===== config.mk =====
export PLATFORM = sky130hd
export DESIGN_NAME = axis_crc_append_flat
export DESIGN_NICKNAME = d
export VERILOG_FILES = /design/src/rtl/axis_crc_pkg.sv /design/src/rtl/axis_crc_append_if.sv /design/src/rtl/axis_crc_append.sv /design/src/flat_wrapper.sv
export SDC_FILE = /design/constraint.sdc
export NUM_CORES = 1
export LEC_CHECK = 0
export ABC_CLOCK_PERIOD_IN_PS = 3800
export CAP_MARGIN = 20
export CORE_ASPECT_RATIO = 1.5
export CORE_MARGIN = 2
export CORE_UTILIZATION = 50
export DETAILED_ROUTE_END_ITERATION = 12
export GPL_TIMING_DRIVEN = 0
export PLACE_DENSITY = 0.81
export SKIP_CTS_REPAIR_TIMING = 1
export SYNTH_ARGS = -nofsm -noshare
export SYNTH_HDL_FRONTEND = slang
export SYNTH_SLANG_ARGS = --single-unit

===== constraint.sdc =====
create_clock -name aclk -period 3.8 [get_ports aclk]
set_clock_uncertainty 0.05 [all_clocks]
set_input_delay 0.95 -clock aclk [delete_from_list [all_inputs] [get_ports aclk]]
set_output_delay 0.95 -clock aclk [all_outputs]
set_load 0.02 [all_outputs]

===== src/rtl/axis_crc_pkg.sv =====
// Shared state type, packet-counter width and the one-cycle CRC fold used by axis_crc_append.
package axis_crc_pkg;

  typedef enum logic {
    PASS   = 1'b0,
    APPEND = 1'b1
  } crc_state_t;

  localparam int PKT_CNT_W  = 16;
  localparam int MAX_DATA_W = 256;

  // The CRC is left-aligned in a 32-bit working register so a single loop serves every crc_w;
  // data is left-aligned too so its MSB is always folded first.
  function automatic logic [31:0] crc_next(
    input logic [31:0]           crc,
    input logic [MAX_DATA_W-1:0] data,
    input logic [31:0]           poly,
    input int                    data_w,
    input int                    crc_w
  );
    logic [31:0]           c;
    logic [31:0]           p;
    logic [MAX_DATA_W-1:0] d;
    logic                  fb;
    c  = crc << (32 - crc_w);
    p  = poly << (32 - crc_w);
    d  = data << (MAX_DATA_W - data_w);
    fb = 1'b0;
    for (int i = 0; i < MAX_DATA_W; i++) begin
      if (i < data_w) begin
        fb = c[31] ^ d[MAX_DATA_W-1];
        c  = (c << 1) ^ (fb ? p : 32'h0);
        d  = d << 1;
      end
    end
    return (c >> (32 - crc_w)) & (32'hFFFF_FFFF >> (32 - crc_w));
  endfunction

endpackage


===== src/rtl/axis_crc_append_if.sv =====
// AXI-Stream beat bundle (tdata/tvalid/tlast/tready) with source (master) and sink (slave) views.
interface axis_crc_append_if #(
  parameter int DATA_WIDTH = 32
);
  logic [DATA_WIDTH-1:0] tdata;
  logic                  tvalid;
  logic                  tlast;
  logic                  tready;

  modport master (output tdata, output tvalid, output tlast, input tready);
  modport slave  (input tdata, input tvalid, input tlast, output tready);
endinterface


===== src/rtl/axis_crc_append.sv =====
// CRC appender: 1-cycle registered pass-through, then one CRC beat with tlast; input stalls one cycle per packet
// and output backpressure propagates to s_axis.tready. `AXIS_CRC_PKT_CNT_EN adds the pkt_count output.
module axis_crc_append
  import axis_crc_pkg::*;
#(
  parameter int          DATA_WIDTH = 32,
  parameter int          CRC_WIDTH  = 32,
  parameter logic [31:0] POLY       = 32'h04C1_1DB7,
  parameter logic [31:0] INIT       = 32'hFFFF_FFFF,
  parameter logic [31:0] XOR_OUT    = 32'h0000_0000
) (
  input  logic                 aclk,
  input  logic                 areset,
  axis_crc_append_if.slave     s_axis,
  axis_crc_append_if.master    m_axis,
  output logic                 crc_done,
  output logic [CRC_WIDTH-1:0] crc_value
`ifdef AXIS_CRC_PKT_CNT_EN
  ,
  output logic [PKT_CNT_W-1:0] pkt_count
`endif
);

  crc_state_t            state;
  crc_state_t            state_nxt;
  logic [CRC_WIDTH-1:0]  crc_run;
  logic [DATA_WIDTH-1:0] out_dat;
  logic                  out_vld;
  logic                  out_lst;
  logic                  out_free;
  logic                  in_hs;
  logic                  crc_hs;
  logic                  load_crc;

  assign out_free = !out_vld || m_axis.tready;
  assign in_hs    = s_axis.tvalid && s_axis.tready;
  assign crc_hs   = out_vld && out_lst && m_axis.tready;

  always_ff @(posedge aclk) begin
    if (areset) state <= PASS;
    else        state <= state_nxt;
  end

  // APPEND lasts only until the CRC beat is in the output register, so the next packet's
  // first beat can load while the CRC beat drains.
  always_comb begin
    state_nxt = state;
    case (state)
      PASS:    if (in_hs && s_axis.tlast) state_nxt = APPEND;
      APPEND:  if (out_free) state_nxt = PASS;
      default: state_nxt = PASS;
    endcase
  end

  always_comb begin
    s_axis.tready = 1'b0;
    load_crc      = 1'b0;
    case (state)
      PASS:    s_axis.tready = out_free && !areset;
      APPEND:  load_crc = out_free;
      default: ;
    endcase
  end

  always_ff @(posedge aclk) begin
    if (areset) begin
      crc_run <= INIT[CRC_WIDTH-1:0];
      out_dat <= '0;
      out_vld <= 1'b0;
      out_lst <= 1'b0;
    end else begin
      if (in_hs)
        crc_run <= CRC_WIDTH'(crc_next(32'(crc_run), MAX_DATA_W'(s_axis.tdata), POLY,
                                       DATA_WIDTH, CRC_WIDTH));
      else if (load_crc)
        crc_run <= INIT[CRC_WIDTH-1:0];

      if (in_hs) begin
        out_dat <= s_axis.tdata;
        out_vld <= 1'b1;
        out_lst <= 1'b0;
      end else if (load_crc) begin
        out_dat <= DATA_WIDTH'(crc_run ^ XOR_OUT[CRC_WIDTH-1:0]);
        out_vld <= 1'b1;
        out_lst <= 1'b1;
      end else if (m_axis.tready) begin
        out_vld <= 1'b0;
      end
    end
  end

  always_ff @(posedge aclk) begin
    if (areset) begin
      crc_done  <= 1'b0;
      crc_value <= '0;
    end else begin
      crc_done <= crc_hs;
      if (crc_hs) crc_value <= out_dat[CRC_WIDTH-1:0];
    end
  end

`ifdef AXIS_CRC_PKT_CNT_EN
  always_ff @(posedge aclk) begin
    if (areset)      pkt_count <= '0;
    else if (crc_hs) pkt_count <= pkt_count + 1'b1;
  end
`endif

  assign m_axis.tdata  = out_dat;
  assign m_axis.tvalid = out_vld;
  assign m_axis.tlast  = out_lst;

endmodule

===== src/flat_wrapper.sv =====
// flat-port wrapper written by rule: the top's interface ports become plain ports
module axis_crc_append_flat import axis_crc_pkg::*;
#(
  parameter int          DATA_WIDTH = 32,
  parameter int          CRC_WIDTH  = 32,
  parameter logic [31:0] POLY       = 32'h04C1_1DB7,
  parameter logic [31:0] INIT       = 32'hFFFF_FFFF,
  parameter logic [31:0] XOR_OUT    = 32'h0000_0000
)
  (aclk, areset, crc_done, crc_value, s_axis_tdata, s_axis_tvalid, s_axis_tlast, s_axis_tready, m_axis_tdata, m_axis_tvalid, m_axis_tlast, m_axis_tready);
  axis_crc_append_if #(.DATA_WIDTH(DATA_WIDTH)) s_axis_i ();
  axis_crc_append_if #(.DATA_WIDTH(DATA_WIDTH)) m_axis_i ();
  input  logic aclk;
  input  logic areset;
  output logic crc_done;
  output logic [CRC_WIDTH-1:0] crc_value;
  input wire logic [$bits(s_axis_i.tdata)-1:0] s_axis_tdata;
  input wire logic [$bits(s_axis_i.tvalid)-1:0] s_axis_tvalid;
  input wire logic [$bits(s_axis_i.tlast)-1:0] s_axis_tlast;
  output wire logic [$bits(s_axis_i.tready)-1:0] s_axis_tready;
  output wire logic [$bits(m_axis_i.tdata)-1:0] m_axis_tdata;
  output wire logic [$bits(m_axis_i.tvalid)-1:0] m_axis_tvalid;
  output wire logic [$bits(m_axis_i.tlast)-1:0] m_axis_tlast;
  input wire logic [$bits(m_axis_i.tready)-1:0] m_axis_tready;
  assign s_axis_i.tdata = s_axis_tdata;
  assign s_axis_i.tvalid = s_axis_tvalid;
  assign s_axis_i.tlast = s_axis_tlast;
  assign s_axis_tready = s_axis_i.tready;
  assign m_axis_tdata = m_axis_i.tdata;
  assign m_axis_tvalid = m_axis_i.tvalid;
  assign m_axis_tlast = m_axis_i.tlast;
  assign m_axis_i.tready = m_axis_tready;
  axis_crc_append #(.DATA_WIDTH(DATA_WIDTH), .CRC_WIDTH(CRC_WIDTH), .POLY(POLY), .INIT(INIT), .XOR_OUT(XOR_OUT)) u_core (.aclk(aclk), .areset(areset), .s_axis(s_axis_i), .m_axis(m_axis_i), .crc_done(crc_done), .crc_value(crc_value));
endmodule

==> impl_metrics.json, run 1 <==
{
  "final_nets": 979,
  "numCtsBuffers": 9,
  "async_reset_ff_share_pct": 0,
  "startpoint": "s_axis_tdata[10]",
  "die_area_um2": 14500,
  "nFillCells": 746,
  "grt_pass1_vias": 5347,
  "reg2reg_slack_ps": -170,
  "post-route-util_pct": 77.5,
  "portBuffers": 103,
  "postSynthNetCount": 743,
  "failed_checks": "negative setup slack",
  "cts_tree": "done",
  "clockRootBuffer": "clkbuf_16",
  "final.min_clock_period_ps": 4220,
  "worst_r2r_path_depth": 10,
  "wl_per_cell_um": 24.5,
  "vias": 6698,
  "outcome": "finished with violations",
  "cp_max_fo": 4,
  "drive_gt1_share_pct": 28.2,
  "ys_types": 31,
  "routed_via_density": 6.04,
  "ioPinCount": 105,
  "drc": 0,
  "drt_wl_total_um": 27200,
  "design.core.area_um2": 13400,
  "place.gp.congestion": 0.986,
  "start_util_pct": 50.7,
  "path_clk_slew_ps": 80,
  "synth_warnings": 0,
  "dr.pass1.iters": 6,
  "ys_top_cells_by_count": "xnor2_1, nand2_1, dfxtp_1, a21oi_1, nor2_1",
  "netlist_instances": 706,
  "area_growth_pct": 53.0,
  "final_max_slew_viol_count": 0,
  "cts_max_path_buffers": 2,
  "worst_slew_pin_slew_ps": 821,
  "setup_violations": 26,
  "holdPathEnd": "u_core.crc_value[21]",
  "drv_cap": 0,
  "post-synth-top-area-fraction_pct": 29.5,
  "die_h_um": 147,
  "cp-end-kind": "flip-flop",
  "synth.most_common_cell": "xnor2_1",
  "ys_ff_latch": 100,
  "cp_data_arrival_time_ps": 4380,
  "ant_nets": 0,
  "stdcell_area_um2": 10400,
  "gr-total-overflow": 0,
  "diodes": 0,
  "die-width_um": 99.1,
  "grt_util_all_layers_pct": 26.1,
  "setup_ws_ps": -416,
  "slew_headroom_pct": 44.8,
  "grt_setup_unrepaired": "true",
  "multi_input_area_um2": 5620,
  "synth_area_leaders": "dfxtp_1, xnor2_1, xnor3_1",
  "r2r-end": "u_core.crc_run[27]",
  "whs_path_depth": 2,
  "drt_iter0_drc": 733,
  "worst_ep_required_time_ps": 3960,
  "path_class": "in2reg",
  "syn_avg_cell_area_um2": 9.62,
  "setup_tns_ps": -4880,
  "hold_path.class": "reg2reg",
  "crit_path_start_kind": "input port",
  "h-tree-depth": 3,
  "dpl-instance-area_um2": 8150,
  "synth-main-ff-cell": "dfxtp_1",
  "rows": 52,
  "antenna_found_initial": 0,
  "syn-cell-area_um2": 6790,
  "reg2reg_from": "u_core.crc_run[31]",
  "synth_edf_count": 0,
  "final.period_utilization_pct": 111,
  "yosysTopAreaCell": "dfxtp_1",
  "grt_max_degree": 19,
  "regArea_um2": 2000,
  "clock_latency_ps": 350,
  "seq_area_frac_synth_pct": 29.5,
  "cts.sink_count": 100,
  "max_freq_mhz": 237,
  "hp-start": "u_core.crc_value[21]",
  "finalHoldViolations": 0,
  "grt_pass1_wl_um": 29500,
  "hpwl_um": 15400
}
==> metrics by stage <==
step | hold slack (ps) | setup slack, ps | std cells
2_1_floorplan | 430 | -1.92 | 706
3_3_place_gp | 392 | -1190 | 971
3_5_place_dp | 395 | -1220 | 971
4_1_cts | 405 | -877 | 987
5_1_grt | 423 | -373 | 1109
6_report | 403 | -416 | 1109
==> registers in the layout (all words and copies together) (netlist names) <==
register and cells:
u_core.m_axis.tvalid 1, u_core.m_axis.tlast 1, u_core.crc_run 32, u_core.state 1, u_core.m_axis.tdata 32, u_core.crc_value 32
u_core.crc_done 1
==> how the worst max path moves through the flow <==
stage                               to  cells after the start
floorplan           u_core.crc_run[17]                      9
global placement    u_core.crc_run[24]                     10
detailed placement  u_core.crc_run[24]                     10
CTS                 u_core.crc_run[24]                     10
global route        u_core.crc_run[27]                     10
finish              u_core.crc_run[27]                     10
==> placed cells by master (no fill, tap or decap), drive strengths merged, types with 2 or more instances in the layout <==
| cell | synthesis | routed |
|---|---|---|
| a311oi | 32 | 32 |
| nor2b | 2 | 2 |
| dlymetal6s2s | 0 | 12 |
| clkdlybuf4s50 | 0 | 82 |
| nor2 | 50 | 50 |
| or2 | 4 | 4 |
| or3 | 2 | 2 |
| nor4 | 2 | 2 |
| nand2 | 131 | 131 |
| o22a | 11 | 11 |
| a21oi | 52 | 52 |
| clkinvlp | 0 | 2 |
| buf | 4 | 133 |
| nor3 | 9 | 9 |
| xnor2 | 178 | 178 |
| dfxtp | 100 | 100 |
| xor2 | 42 | 42 |
| xnor3 | 45 | 45 |
| clkinv | 0 | 3 |
| clkbuf | 35 | 47 |
==> layout make-up <==
cell class	count	share of cell area, %
Timing Repair Buffer	225	20.3
Multi-Input combinational cell	567	54.1
Sequential cell	100	19.3
Clock inverter	6	0.578
Buffer	39	1.48
Clock buffer	10	2.30
Tap cell	162	1.95
==> logic make-up (layout without fill, tap and decap cells) <==
group	after synthesis	after routing	share of synthesized area [%]
and+or+nand+nor	204	204	11.9
xor gates and xnor gates	266	266	46.8
DFF	100	100	29.5
AOI/OAI and AO/OA	97	97	9.60
buffers and inverters	39	280	2.21
==> metal layers <==
metal	wire, um	vias up	track usage [%]	share of wire, %
met5	0	-	0	0
met2	13400	550	46.6	49
li1	-	2811	-	-
met3	2430	182	2.62	8.9
met4	2590	0	14.8	9.5
met1	8800	3155	30.1	32
==> worst max-delay path, cell delays in order <==
cell             delay, ps
clkdlybuf4s50_1        450
xnor2_1                370
xnor2_1                250
xnor2_2                210
xnor2_2                460
xnor3_2                650
xnor2_1                220
xnor2_1                480
xnor2_4                210
a21oi_1                120
Power of run 1 is left out: the tool's default activity adds up to more than one toggle a clock period on the data nets, which glitch-free logic cannot reach.
==> run 2: changes to the inputs <==
--- a/config.mk
+++ b/config.mk
@@ -11,9 +11,9 @@
 export CORE_MARGIN = 2
 export CORE_UTILIZATION = 50
 export DETAILED_ROUTE_END_ITERATION = 12
-export GPL_TIMING_DRIVEN = 0
 export PLACE_DENSITY = 0.81
 export SKIP_CTS_REPAIR_TIMING = 1
+export SLEW_MARGIN = 20
 export SYNTH_ARGS = -nofsm -noshare
 export SYNTH_HDL_FRONTEND = slang
 export SYNTH_SLANG_ARGS = --single-unit
==> run 2 against run 1 <==
  * The run still ends with negative setup slack left
  * Flip-flop and latch count unchanged
  * Fmax increased by 8.6%
  * Utilization down 0.92 points
  * Cell count rose by 2.2%
  * Wire length decreased by 15%
  * Non-clock buffer count grew 24
  * Global-route usage grew 3.2 points
  * Die area unchanged
  * Critical path depth increased by 1
  * Register-to-register slack gained 400 ps
  * Count of clock-buffer cells in the layout decreased by 1
  * Via count shrank 7.7%
  * Critical path type unchanged
  * Largest cell class unchanged
==> impl_metrics.json, run 2 (synthesis results as in run 1) <==
{
  "slew_headroom_pct": 30.4,
  "ant_nets": 0,
  "whs_path_depth": 2,
  "drc": 0,
  "start_util_pct": 50.7,
  "startpoint": "s_axis_tdata[13]",
  "cp_max_fo": 5,
  "h-tree-depth": 3,
  "place.gp.congestion": 0.986,
  "endpoint": "u_core.crc_run[17]",
  "setup_violations": 14,
  "finalHoldViolations": 0,
  "hold_path.class": "reg2reg",
  "final.period_utilization_pct": 102,
  "worst_slew_pin_slew_ps": 1040,
  "clockRootBuffer": "clkbuf_16",
  "wl_met2_um": 12400,
  "max_freq_mhz": 257,
  "cts_max_path_buffers": 2,
  "cp_data_arrival_time_ps": 4130,
  "final_nets": 1003,
  "die_h_um": 147,
  "path_buf_inv": 2,
  "reg2reg_slack_ps": 230,
  "grt_pass1_vias": 5968,
  "worst_ep_required_time_ps": 4050,
  "final_common_cell": "buf_4",
  "hpwl_um": 16700,
  "cts.sink_count": 100,
  "setup_ws_ps": -83.5,
  "routed_via_density": 5.45,
  "grt_max_degree": 78,
  "ioPinCount": 105,
  "drive_gt1_share_pct": 30.5,
  "cp_slowest_cell": "clkdlybuf4s50_1",
  "dr.pass1.iters": 5,
  "routed.top_layer": "met4",
  "slowest_delay_ps": 470,
  "grt_util_all_layers_pct": 29.4,
  "cp.depth": 11,
  "cp_cell_sequence": "clkdlybuf4s50_1, xnor2_2, xor2_2, xnor3_2, xnor3_2, xnor2_4, buf_4, xnor3_1, xor2_1, xnor2_1, o22a_1",
  "diodes": 0,
  "drt-met1-wl_um": 8540,
  "vias": 6179,
  "worst_r2r_path_depth": 11,
  "dp_slack_ps": -790,
  "gr-total-overflow": 0,
  "die-width_um": 99.1,
  "drt_wl_total_um": 23200,
  "antenna_found_initial": 0,
  "final.min_clock_period_ps": 3880,
  "failed_checks": "negative setup slack",
  "numCtsBuffers": 9,
  "reg2reg_from": "u_core.crc_run[29]",
  "grt_setup_unrepaired": "true",
  "path_clk_slew_ps": 70,
  "clock_latency_ps": 360,
  "area_growth_pct": 51.1,
  "rows": 52,
  "wl_met3_um": 1030,
  "r2r-end": "u_core.crc_run[25]",
  "layout_common_cells": "buf_4, nand2_1, xnor2_1",
  "portBuffers": 104,
  "cts_tree": "done",
  "setup_tns_ps": -443,
  "wl_per_cell_um": 20.5,
  "grt_pass1_wl_um": 32700,
  "drt_iter0_drc": 384,
  "path_class": "in2reg",
  "outcome": "finished with violations",
  "crit_path_start_kind": "input port",
  "final_max_slew_viol_count": 0,
  "cpMostUsedCell": "xnor3_2",
  "design.core.area_um2": 13400,
  "path_delay_family": "XOR/XNOR gates",
  "die_area_um2": 14500,
  "drv_cap": 0,
  "cp-end-kind": "flip-flop"
}
## run 2: changes by cell type in the layout (fill, tap and decap cells not counted), sizes merged
cell / change
buf: +52
bufinv: +1
clkbuf: -37
clkdlybuf4s50: +5
clkinv: -2
dlymetal6s2s: +3
inv: +2
## run 2: final cells by class
| type | instances | area [um^2] |
|---|---|---|
| multi-input combinational | 567 | 5230 |
| fill | 838 | 3140 |
| timing repair buffer | 288 | 2510 |
| sequential | 100 | 2000 |
| clock buffer | 9 | 225 |
| tap | 162 | 203 |
| clock inverter | 7 | 95.1 |
## run 2: layer usage
layer | up-vias | GRT usage [%]
met5 | - | 0
met4 | 0 | 11.6
met3 | 78 | 3.43
met2 | 268 | 53.0
met1 | 2989 | 35.1
li1 | 2844 | -
## run 2: worst min path at each step
| stage | startpoint | to | slack, ps |
|---|---|---|---|
| 2_1_floorplan | u_core.crc_run[15] | u_core.m_axis.tdata[15] | 430 |
| 3_3_place_gp | u_core.crc_value[16] | u_core.crc_value[16] | 390 |
| 3_5_place_dp | u_core.crc_value[30] | u_core.crc_value[30] | 400 |
| 4_1_cts | u_core.crc_value[30] | u_core.crc_value[30] | 410 |
| 5_1_grt | u_core.crc_value[30] | u_core.crc_value[30] | 430 |
| 6_report | u_core.crc_value[1] | u_core.crc_value[1] | 400 |
## run 2: worst reg2reg max path: cells and delay by family (launching register included)
family | cells | cell delay [ps]
and+or+nand+nor | 1 | 90
AOI/OAI and AO/OA | 1 | 190
buffers and inverters | 2 | 340
DFF | 1 | 520
xor gates and xnor gates | 7 | 2270
## run 2: stage by stage
| stage | instance area, um^2 | util [%] | std cells | hold slack, ps |
|---|---|---|---|---|
| 2_1_floorplan | 6920 | - | 706 | 430 |
| 3_3_place_gp | 9180 | 68.5 | 1083 | 391 |
| 3_5_place_dp | 9180 | 68.5 | 1083 | 396 |
| 4_1_cts | 9500 | 70.8 | 1099 | 405 |
| 5_1_grt | 10300 | 76.6 | 1133 | 425 |
| 6_report | 10300 | 76.6 | 1133 | 405 |
Power of run 2 is left out for the same reason.
